[src/rtl/unified_mem_arbiter.sv]
// unified_mem_arbiter: shares one 1024x32 single-port memory between
// instruction fetch (read-only) and data memory (read/write) requesters.
//
// Ports:
//   clock, reset_n                  clock and async active-low reset
//   if_req/if_addr                  fetch request and byte address
//   if_gnt/if_rvalid/if_rdata       fetch grant, data-valid, data
//   dm_req/dm_we/dm_addr/dm_wdata   data request, write flag, address, store data
//   dm_gnt/dm_rvalid/dm_rdata       data grant, completion, load data
//   mem_en/mem_we/mem_addr          memory command, write enable, word index
//   mem_wdata/mem_rdata             memory write data, read data (MEM_LAT later)
//   busy                            high whenever the sequencer is not idle
module unified_mem_arbiter #(
    parameter int MEM_LAT      = 2,
    parameter int STARVE_LIMIT = 3
) (
    input  logic        clock,
    input  logic        reset_n,
    input  logic        if_req,
    input  logic [31:0] if_addr,
    output logic        if_gnt,
    output logic        if_rvalid,
    output logic [31:0] if_rdata,
    input  logic        dm_req,
    input  logic        dm_we,
    input  logic [31:0] dm_addr,
    input  logic [31:0] dm_wdata,
    output logic        dm_gnt,
    output logic        dm_rvalid,
    output logic [31:0] dm_rdata,
    output logic        mem_en,
    output logic        mem_we,
    output logic [9:0]  mem_addr,
    output logic [31:0] mem_wdata,
    input  logic [31:0] mem_rdata,
    output logic        busy
);

    localparam logic [3:0] LAT_M1     = 4'(MEM_LAT - 1);
    localparam logic [3:0] STARVE_LIM = 4'(STARVE_LIMIT);

    typedef enum logic [1:0] {
        S_IDLE,
        S_ISSUE,
        S_WAIT,
        S_RESP
    } state_t;

    state_t      r_state;
    state_t      w_state_nx;

    logic [3:0]  r_lat_cnt;
    logic [3:0]  r_starve_cnt;
    logic        r_win_if;
    logic        r_we;

    logic        r_if_gnt;
    logic        r_if_rvalid;
    logic [31:0] r_if_rdata;
    logic        r_dm_gnt;
    logic        r_dm_rvalid;
    logic [31:0] r_dm_rdata;
    logic        r_mem_en;
    logic        r_mem_we;
    logic [9:0]  r_mem_addr;
    logic [31:0] r_mem_wdata;
    logic        r_busy;

    logic        w_take;
    logic        w_pick_if;
    logic        w_last;
    logic        w_unused_bits;

    // Only the word index within a 4 KB window reaches the memory.
    assign w_unused_bits = ^{if_addr[31:12], if_addr[1:0],
                             dm_addr[31:12], dm_addr[1:0]};

    // Arbitration happens in IDLE and RESP; data wins a collision
    // unless fetch has been passed over STARVE_LIMIT times in a row.
    always_comb begin
        w_take    = 1'b0;
        w_pick_if = 1'b0;
        w_last    = 1'b0;
        if ((r_state == S_IDLE) || (r_state == S_RESP)) begin
            w_take = if_req | dm_req;
        end
        w_pick_if = if_req & (~dm_req | (r_starve_cnt == STARVE_LIM));
        w_last    = (r_state == S_WAIT) && (r_lat_cnt == LAT_M1);
    end

    always_ff @(posedge clock or negedge reset_n) begin
        if (!reset_n) begin
            r_state <= S_IDLE;
        end else begin
            r_state <= w_state_nx;
        end
    end

    always_comb begin
        w_state_nx = r_state;
        unique case (r_state)
            S_IDLE:  w_state_nx = w_take ? S_ISSUE : S_IDLE;
            S_ISSUE: w_state_nx = S_WAIT;
            S_WAIT:  w_state_nx = w_last ? S_RESP : S_WAIT;
            S_RESP:  w_state_nx = w_take ? S_ISSUE : S_IDLE;
            default: w_state_nx = S_IDLE;
        endcase
    end

    always_ff @(posedge clock or negedge reset_n) begin
        if (!reset_n) begin
            r_lat_cnt    <= 4'd0;
            r_starve_cnt <= 4'd0;
            r_win_if     <= 1'b0;
            r_we         <= 1'b0;
        end else begin
            if ((r_state == S_WAIT) && !w_last) begin
                r_lat_cnt <= r_lat_cnt + 4'd1;
            end else begin
                r_lat_cnt <= 4'd0;
            end
            if (w_take) begin
                r_win_if <= w_pick_if;
                r_we     <= ~w_pick_if & dm_we;
                if (w_pick_if) begin
                    r_starve_cnt <= 4'd0;
                end else if (if_req && (r_starve_cnt != STARVE_LIM)) begin
                    r_starve_cnt <= r_starve_cnt + 4'd1;
                end
            end
        end
    end

    // Every output is a flop loaded from the next-cycle decision.
    always_ff @(posedge clock or negedge reset_n) begin
        if (!reset_n) begin
            r_if_gnt    <= 1'b0;
            r_if_rvalid <= 1'b0;
            r_if_rdata  <= 32'd0;
            r_dm_gnt    <= 1'b0;
            r_dm_rvalid <= 1'b0;
            r_dm_rdata  <= 32'd0;
            r_mem_en    <= 1'b0;
            r_mem_we    <= 1'b0;
            r_mem_addr  <= 10'd0;
            r_mem_wdata <= 32'd0;
            r_busy      <= 1'b0;
        end else begin
            r_if_gnt    <= w_take & w_pick_if;
            r_dm_gnt    <= w_take & ~w_pick_if;
            r_mem_en    <= w_take;
            r_mem_we    <= w_take & ~w_pick_if & dm_we;
            r_mem_addr  <= 10'd0;
            r_mem_wdata <= 32'd0;
            if (w_take) begin
                r_mem_addr  <= w_pick_if ? if_addr[11:2] : dm_addr[11:2];
                r_mem_wdata <= w_pick_if ? 32'd0 : dm_wdata;
            end
            r_if_rvalid <= w_last & r_win_if;
            r_dm_rvalid <= w_last & ~r_win_if;
            if (w_last && r_win_if) begin
                r_if_rdata <= mem_rdata;
            end
            if (w_last && !r_win_if && !r_we) begin
                r_dm_rdata <= mem_rdata;
            end
            r_busy <= (w_state_nx != S_IDLE);
        end
    end

    assign if_gnt    = r_if_gnt;
    assign if_rvalid = r_if_rvalid;
    assign if_rdata  = r_if_rdata;
    assign dm_gnt    = r_dm_gnt;
    assign dm_rvalid = r_dm_rvalid;
    assign dm_rdata  = r_dm_rdata;
    assign mem_en    = r_mem_en;
    assign mem_we    = r_mem_we;
    assign mem_addr  = r_mem_addr;
    assign mem_wdata = r_mem_wdata;
    assign busy      = r_busy;

endmodule

[config.mk]
export PLATFORM = sky130hd
export DESIGN_NAME = unified_mem_arbiter
export DESIGN_NICKNAME = d
export VERILOG_FILES = /design/src/rtl/unified_mem_arbiter.sv
export SDC_FILE = /design/constraint.sdc
export NUM_CORES = 1
export LEC_CHECK = 0
export ABC_AREA = 1
export CAP_MARGIN = 20
export CORE_MARGIN = 4
export CORE_UTILIZATION = 39
export DETAILED_ROUTE_END_ITERATION = 8
export GPL_TIMING_DRIVEN = 1
export PLACE_DENSITY_LB_ADDON = 0.2
export SLEW_MARGIN = 20
export SYNTH_ARGS = -nofsm -noshare
export SYNTH_HDL_FRONTEND = slang
export SYNTH_SLANG_ARGS = --single-unit
[constraint.sdc]
create_clock -name clock -period 1.6 [get_ports clock]
set_input_delay 0.16 -clock clock [delete_from_list [all_inputs] [get_ports clock]]
set_output_delay 0.16 -clock clock [all_outputs]
set_load 0.01 [all_outputs]
# Yosys cells after proc, flatten, opt, wreduce, memory -nomap -nowiden
# Index checks and enable logic that the tools add are counted.
[totals]
rom_bits = 0
mem_count = 0
ff_bits = 125
word_cells = 62
latch_bits = 0
ram_bits = 0
[classes]
multipliers = 0
n_lt_le_gt_ge = 0
addsub = 2
n_shift = 0
div_mod_pow = 0
bitwise_logic = 12
mux = 11
n_eq_ne = 6
reduce_logical = 15
[op_table]
columns = ["operator", "count"]
rows = [
  ["32-bit two-way mux", 2],
  ["10-bit two-way mux", 2],
  ["4-bit two-way mux", 3],
  ["4-bit by 1-bit adder with 4-bit output, second input constant", 2],
  ["1-bit AND", 7],
  ["1-bit logical AND", 6],
  ["2-bit one-hot mux with 3 select lines", 1],
  ["2-bit equality test, second input constant", 2],
  ["4-bit by 1-bit equality test with 1-bit output, second input constant", 1],
  ["4-bit by 2-bit equality test with 1-bit output, second input constant", 1],
  ["4-bit by 2-bit != test with 1-bit output, second input constant", 1],
  ["2-bit nonzero test", 2],
  ["1-bit logical NOT", 3],
  ["1-bit two-way mux", 3],
  ["1-bit inverter", 3],
  ["2-bit by 1-bit equality test with 1-bit output, second input constant", 1],
  ["2-bit logical NOT", 1],
  ["1-bit bitwise OR", 2],
  ["2-bit AND reduction", 1],
  ["2-bit OR reduction", 1],
  ["1-bit logical OR", 1],
]

# Longest topological paths before layout
[depth]
word_depth = 6
depth_mapped = 7
depth_no_buf = 7

# Worst setup path before layout
# Ideal clock, no wire load.
[synth_path]
path_type = "register to register"
startpoint = "register r_lat_cnt[1]"
endpoint = "register r_dm_rdata[10], in the netlist dm_rdata[10]"
stages_incl_launch_ff = 7
t_required_ps = 1477
arrival_time_ps = 1214
setup_ps = 123
setup_slack_ps = 263
path_cell_list = "dfrtp_1 inv_1 ha_1 nand4_4 clkbuf_1 o21ai_0 nand2_1"
[synth_between]
elab_chain_cells = 4
[synth_lines]
columns = ["item", "line", "rtl"]
rows = [
  ["from (decl)", "52", "logic [3:0] r_lat_cnt;"],
  ["from (signal assigned)", "118", "r_lat_cnt <= r_lat_cnt + 4'd1;"],
  ["4-bit by 1-bit equality test with 1-bit output", "88", "w_last = (r_state == S_WAIT) && (r_lat_cnt == LAT_M1);"],
  ["1-bit logical AND", "88", ""],
  ["1-bit logical AND (2 in a row)", "164", "if (w_last && !r_win_if && !r_we) begin"],
  ["to (signal assigned)", "165", "r_dm_rdata <= mem_rdata;"],
  ["to (decl)", "62", "logic [31:0] r_dm_rdata;"],
]
# No other way between the ends.
# A chain may end at the register's enable or synchronous reset.

# Worst setup path in the final report
[layout_path]
startpoint = "register r_if_rdata[22], in the netlist if_rdata[22]"
endpoint = "output if_rdata[22]"
[layout_rtl]
columns = ["item", "line", "rtl"]
rows = [
  ["from (decl)", "59", "logic [31:0] r_if_rdata;"],
  ["from (signal assigned)", "162", "r_if_rdata <= mem_rdata;"],
  ["to (decl)", "23", "output logic [31:0] if_rdata,"],
]
# No word-level cell between the ends.

==> impl_metrics.csv <==
group,metric,value,unit
status,status,"completed",
route,drt_iter0_drc,349,
timing,relSlewSlack,0.695,
route,num_vias,4195,
yosys,yosys_warnings,0,
setup_path,cp-end-kind,"output pin",
setup_path,crit_path_start,"if_rdata[22]",
die,start_util,0.401,
clock_tree,ctsRootBufferMaster,"clkbuf_16",
route,routed_via_density,4.64,
timing,period_minus_slack,1.53,ns
clock_tree,ctsHtreeMaxLevel,4,
clock_tree,clk_pin_slew,0.05,ns
power_and_ir_drop,p_leak,3.67,nW
timing,final_hold_viol_count,0,
layout,synthToLayoutAreaGrowth,58.9,%
die,num_rows,40,
yosys,synth_area,4860,um2
setup_path,path_cells,"clkdlybuf4s50_1",
route,routed_wl,13.7,mm
yosys,syn_avg_cell_area,9.64,um2
yosys,synth_seq_area_share,0.644,
setup_path,crit_cells,1,
clock_tree,clkSinkCount,125,
clock_tree,tritoncts,"yes",
power_and_ir_drop,p_per_area,1880,nW/um2
route,ant_nets,0,
yosys,synth_cell_types,25,
run,max-cap-violations,0,
layout,drive_gt1_frac,0.0856,
grt,grt_max_degree,34,
worst_hold_path,hp-class,"in -> async",
placed_design,gp_congestion,0.835,
layout,fin_util,0.638,
timing,worst_pin_slew,0.458,ns
grt,grt.total_usage,0.198,
timing,setup_ws,0.0717,ns
die,ios,246,
layout,antenna_cells,0,
die,die_y,120,um
route,drc,0,
grt,first_global_vias,4296,
setup_path,cp_max_fo,2,
layout,design_area,7720,um2
timing,skew,0.0105,ns
placed_design,hpwl,10.1,mm
timing,tns,0,ns
setup_path,path_class,"reg -> out",
layout,nFillCells,994,
placed_design,pre_cts_slack,0.146,ns
setup_path,arrival,1.37,ns
grt,grt_pass1_wl,21.9,mm
yosys,syn-instance-count,504,
setup_path,path_buf_inv,1,
clock_tree,numCtsBuffers,17,
grt,antenna_found_initial,0,
placed_design,port_buffers,201,
layout,fin_nets,861,
clock_tree,cts_max_path_buffers,2,
setup_path,critPathTopFamily,"buffers and inverters",
clock_tree,cts_setup_buffers,0,
timing,rsz0062_at_grt,"no",
power_and_ir_drop,peakVddDrop,0.000860,V
clock_tree,clk-insertion-delay-late,0.41,ns
grt,grt.overflow.total,0,
setup_path,slowest_delay,0.61,ns
setup_path,cp_slowest_cell,"clkdlybuf4s50_1",
route,wl_per_cell,15.1,um
yosys,syn_nets,642,
setup_path,r2r_start,"r_lat_cnt[1]",
die,core,12100,um2
timing,finalCritPeriodShare,0.955,
die,dieArea,14300,um2
timing,max_freq,654,MHz
die,die_x,120,um
setup_path,cp.required,1.44,ns
timing,drv_slew,0,
power_and_ir_drop,p_total,14.5,mW
route,drtPass1Iterations,5,
setup_path,worstSetupStartpointType,"flip-flop",
placed_design,placedInstanceArea,7180,um2
timing,setup_viol,0,
setup_path,r2r_cells,6,
yosys,synth-seq-cells,125,
==> stage by stage <==
step                instances  hold WS (ns)
global route              904         0.248
global placement          871         0.142
CTS                       904         0.241
finish                    904         0.257
floorplan                 504        -0.136
detailed placement        871         0.146
==> state kept, by name (all words and copies together) (netlist names), 2 cells and up <==
signal        flops
r_starve_cnt      4
dm_rdata         32
if_rdata         32
mem_addr         10
r_lat_cnt         4
r_state           2
mem_wdata        32
==> cell families (layout without fill, tap and decap cells) <==
group | count (synthesis) | after routing | share of synthesized area
compound gates | 68 | 68 | 0.0708
xor+xnor | 2 | 2 | 0.00360
fa+ha+maj | 5 | 5 | 0.0129
buf+inv | 73 | 305 | 0.0682
flops | 125 | 125 | 0.644
simple gates | 231 | 231 | 0.201
==> placed cells by master, fill, tap and decap left out <==
cell             netlist  final
a21oi_1                1      1
buf_12                 0      6
buf_4                  1     18
clkbuf_1              11      5
clkbuf_16              0     17
clkbuf_8               0      4
clkdlybuf4s50_1        0    200
clkinv_2               0      4
clkinvlp_4             0      2
dfrtp_1              125    125
dlygate4sd3_1          0      1
ha_1                   5      4
ha_2                   0      1
inv_1                 47     47
inv_2                  1      1
nand2_1              157    157
nand2_4                2      2
nand3_1               27     27
nand3_4                1      1
nand4_1                1      1
nand4_4                1      1
nor2_1                37     37
nor2_2                 1      1
nor2_4                 3      3
o21ai_0               61     61
o21ai_1                5      5
o21ai_2                1      1
or2_2                  1      1
xnor2_1                1      1
xor2_1                 1      1
==> synth_stat cells <==
library cell  number  area share
nand2_1          157        0.12
dfrtp_1          125        0.64
o21ai_0           61       0.063
inv_1             47       0.036
nor2_1            37       0.029
nand3_1           27       0.028
clkbuf_1          11      0.0085
buf_2              6      0.0062
buf_6              6       0.014
ha_1               5       0.013
o21ai_1            5      0.0051
nor2_4             3      0.0069
nand2_4            2      0.0046
a21oi_1            1      0.0010
buf_4              1      0.0015
clkbuf_2           1      0.0010
inv_2              1     0.00077
nand3_4            1      0.0036
nand4_1            1      0.0013
nand4_4            1      0.0044
nor2_2             1      0.0013
o21ai_2            1      0.0018
or2_2              1      0.0013
xnor2_1            1      0.0018
xor2_1             1      0.0018
==> per-layer routing <==
| metal | vias up | routed length (um) | track usage |
|---|---|---|---|
| met5 | - | 0 | 0 |
| met4 | 0 | 184 | 0.0795 |
| met3 | 14 | 1710 | 0.104 |
| met2 | 201 | 6360 | 0.315 |
| met1 | 1966 | 5440 | 0.226 |
| li1 | 2014 | - | - |
==> where the power goes <==
part | internal (mW) | leakage (nW) | switching (mW)
clock | 2.13 | 0.260 | 1.29
sequential | 4.50 | 1.57 | 0.633
combinational | 3.09 | 1.84 | 2.88
total | 9.72 | 3.67 | 4.80
==> timing repair <==
action | 4_1_cts | 5_1_grt
hold buffers | 1 | 0
resized for setup | 0 | 1
endpoints found under the hold margin | 29 | 0
endpoints found under the setup margin | 0 | 1
==> final timing paths <==
path | slack, ns | endpoint
worst min register to register | 0.48 | if_rdata[2]
min in group clock | 0.26 | mem_wdata[21]
worst min-delay path | 0.26 | if_rdata[26]
worst max register to register | 0.16 | dm_rdata[31]
worst max-delay path | 0.07 | if_rdata[22]
max in group asynchronous | 0.75 | dm_rdata[31]
==> final cells by class <==
type / instances / area, um2 / share of cell area
well taps: 168 / 210 / 0.0272
flip-flops and latches: 125 / 3130 / 0.405
clock buffers: 26 / 499 / 0.0646
multi-input cells: 306 / 1400 / 0.182
clock inverters: 6 / 35.0 / 0.00454
repair buffers: 225 / 2270 / 0.294
inverters: 48 / 180 / 0.0233
No activity file was read; power rests on OpenSTA's default activity.
==> variant: new RTL, same settings <==
Compare `r_starve_cnt` against `STARVE_LIM` with >= in place of ==.
--- a/src/rtl/unified_mem_arbiter.sv
+++ b/src/rtl/unified_mem_arbiter.sv
@@ -86,3 +86,3 @@
         end
-        w_pick_if = if_req & (~dm_req | (r_starve_cnt == STARVE_LIM));
+        w_pick_if = if_req & (~dm_req | (r_starve_cnt >= STARVE_LIM));
         w_last    = (r_state == S_WAIT) && (r_lat_cnt == LAT_M1);
Function: no difference found for any inputs over 10 cycles, from zero or initial values and one cycle with reset_n low; that may be too few to reach the edited logic, so the function may still have changed.
==> variant against the original RTL <==
  * Global-route usage shrank 0.53 points
  * Worst hold slack lost 160 ps
  * Total power grew 8.6%
  * Maximum frequency grew 2.8%
  * Final cell count grew 2.8%
  * Utilization shrank 0.25 points
  * Synthesized area grew 3.1%
  * Sequential cell count is the same
  * Design area grew 3.8%
  * Largest power group unchanged
  * Sequential share of layout area shrank 1.5 points
  * Wire length grew 0.67%
  * Worst setup slack gained 41 ps
==> variant: results (changes against the original RTL) <==
Post-Syn Nets: 667 (+3.9%)
Slowest-stage cell, CP: clkdlybuf4s50_1
Clock Latency Late Sink: 410 ps (about the same)
r2r endpoint: r_win_if$_DFFE_PN0P_
# diodes: 0 (unchanged)
peak supply drop: 1.12 mV (+31%)
main flop type after synthesis: dfrtp_1
Leak Pwr: 3.85 nW (+4.8%)
met1 Use GR: 23.1% (+0.57 points)
M3 GR Usage: 8.86% (-1.5 points)
Fin Clk Skew: 5.08 ps (-5.39 ps)
Critical Path Max Stage Delay: 570 ps (-40 ps)
Worst setup endpoint: dm_rdata[31]
crit path capture type: output pin
Max Root-Sink Buffers: 2 (unchanged)
DP HPWL: 9720 microns (-3.4%)
top cells by count, synth: dfrtp_1 (125), nand2_1 (119), inv_1 (78)
Avg Vias per Cell: 4.60 (-0.84%)
class of the worst hold path: primary input to asynchronous set/reset pin
Async S/R FF share, synth: 100% (unchanged)
initial antenna violation count: 0 (unchanged)
Storage cell area: 3130 sq um (unchanged)
met2 GRT Util: 30.3% (-1.2 points)
clock-pin slew on the worst setup and hold paths: 60 ps
vias in the first global route: 4,417 (+2.8%)
routed len/inst: 14.8 microns (-2.0%)
Largest delay share family, worst path: buffers and inverters
largest net degree at the start of global routing: 49 (+44%)
First-pass DRT Iterations: 5 (unchanged)
root buffer cell: clkbuf_16
layout cell share with drive strength beyond 1: 8.45% (-0.11 points)
Final GP Congestion: 0.789 (-5.4%)
Total GRT Usage: 19.3% (-0.53 points)
start point of the critical path: dm_rdata[31]$_DFFE_PN0P_
Synth warnings: 0 (unchanged)
number of port buffers: 201 (unchanged)
worst path arrival time: 1330 ps (-40 ps)
outcome: finished, final reports clean
CP Max Fanout: 2 (unchanged)
FF-to-FF path depth: 8 (+2)
FF-to-FF Start: r_state[0]$_DFF_PN0_
total CTS buffers: 17 (unchanged)
R2R Setup Slk: 110 ps (-50 ps)
initial drt markers: 335 (-4.0%)
top cells by area, synth: dfrtp_1 (62%), nand2_1 (8.9%), inv_1 (5.8%)
synth unique cells: 20 (-20%)
Filler Cells Inserted: 1,065 (+7.1%)
register area share after synthesis: 62.4% (-1.9 points)
DP Area: 7310 sq um (+1.9%)
H-tree depth: 4 (unchanged)
Slew HR: 63.2% (-6.3 points)
layout net count: 882 (+2.4%)
first-pass GRT wire length: 22,100 microns (+0.98%)
[variant: worst min-delay path by stage]
stage,to,depth (start not counted),slack [ps]
after floorplan,busy$_DFF_PN0_,0,-140
after global placement,dm_rdata[9]$_DFFE_PN0P_,1,-30
after detailed placement,dm_rdata[9]$_DFFE_PN0P_,1,-30
after CTS,dm_rdata[9]$_DFFE_PN0P_,2,70
after global routing,dm_rdata[10]$_DFFE_PN0P_,2,90
final,dm_rdata[9]$_DFFE_PN0P_,2,100
[variant: cell type report]
class                           count  area share (%)
Sequential cell                   125            39.0
Timing Repair Buffer              225            28.3
Multi-Input combinational cell    296            18.1
Clock buffer                       18            5.48
Inverter                           79            3.70
Clock inverter                     14            2.70
Tap cell                          172            2.68
[variant: what timing repair did]
action / in CTS / in global routing
hold buffers: 1 / 0
gates resized for setup: 0 / 2
hold endpoints to repair: 125 / 0
setup buffers: 0 / 1
endpoints found under the setup margin: 0 / 16
[variant: cell families after synthesis]
group	synth area share (%)
compound gates	8.27
flops	62.4
fa+ha+maj	1.25
simple gates	19.0
buf+inv	8.74
xor+xnor	0.350
[variant: power breakdown]
group	leakage [nW]	total (W)	switching, W	internal (W)
combinational	1.98	0.00645	0.00308	0.00336
clock	0.297	0.00421	0.00141	0.00280
sequential	1.57	0.00511	0.000616	0.00450
[variant: per-layer routing]
metal,share of wire [%],vias up
li1,-,2069
met1,41,2020
met2,47,173
met3,11,13
met4,1.1,0
met5,0,-
[variant: stage by stage]
stage | worst slack, ps | TNS [ps] | std cells
floorplan | 221 | 0 | 529
global placement | 137 | 0 | 894
detailed placement | 86.1 | 0 | 894
CTS | 63.8 | 0 | 927
global route | -9.10 | -9.10 | 929
finish | 113 | 0 | 929
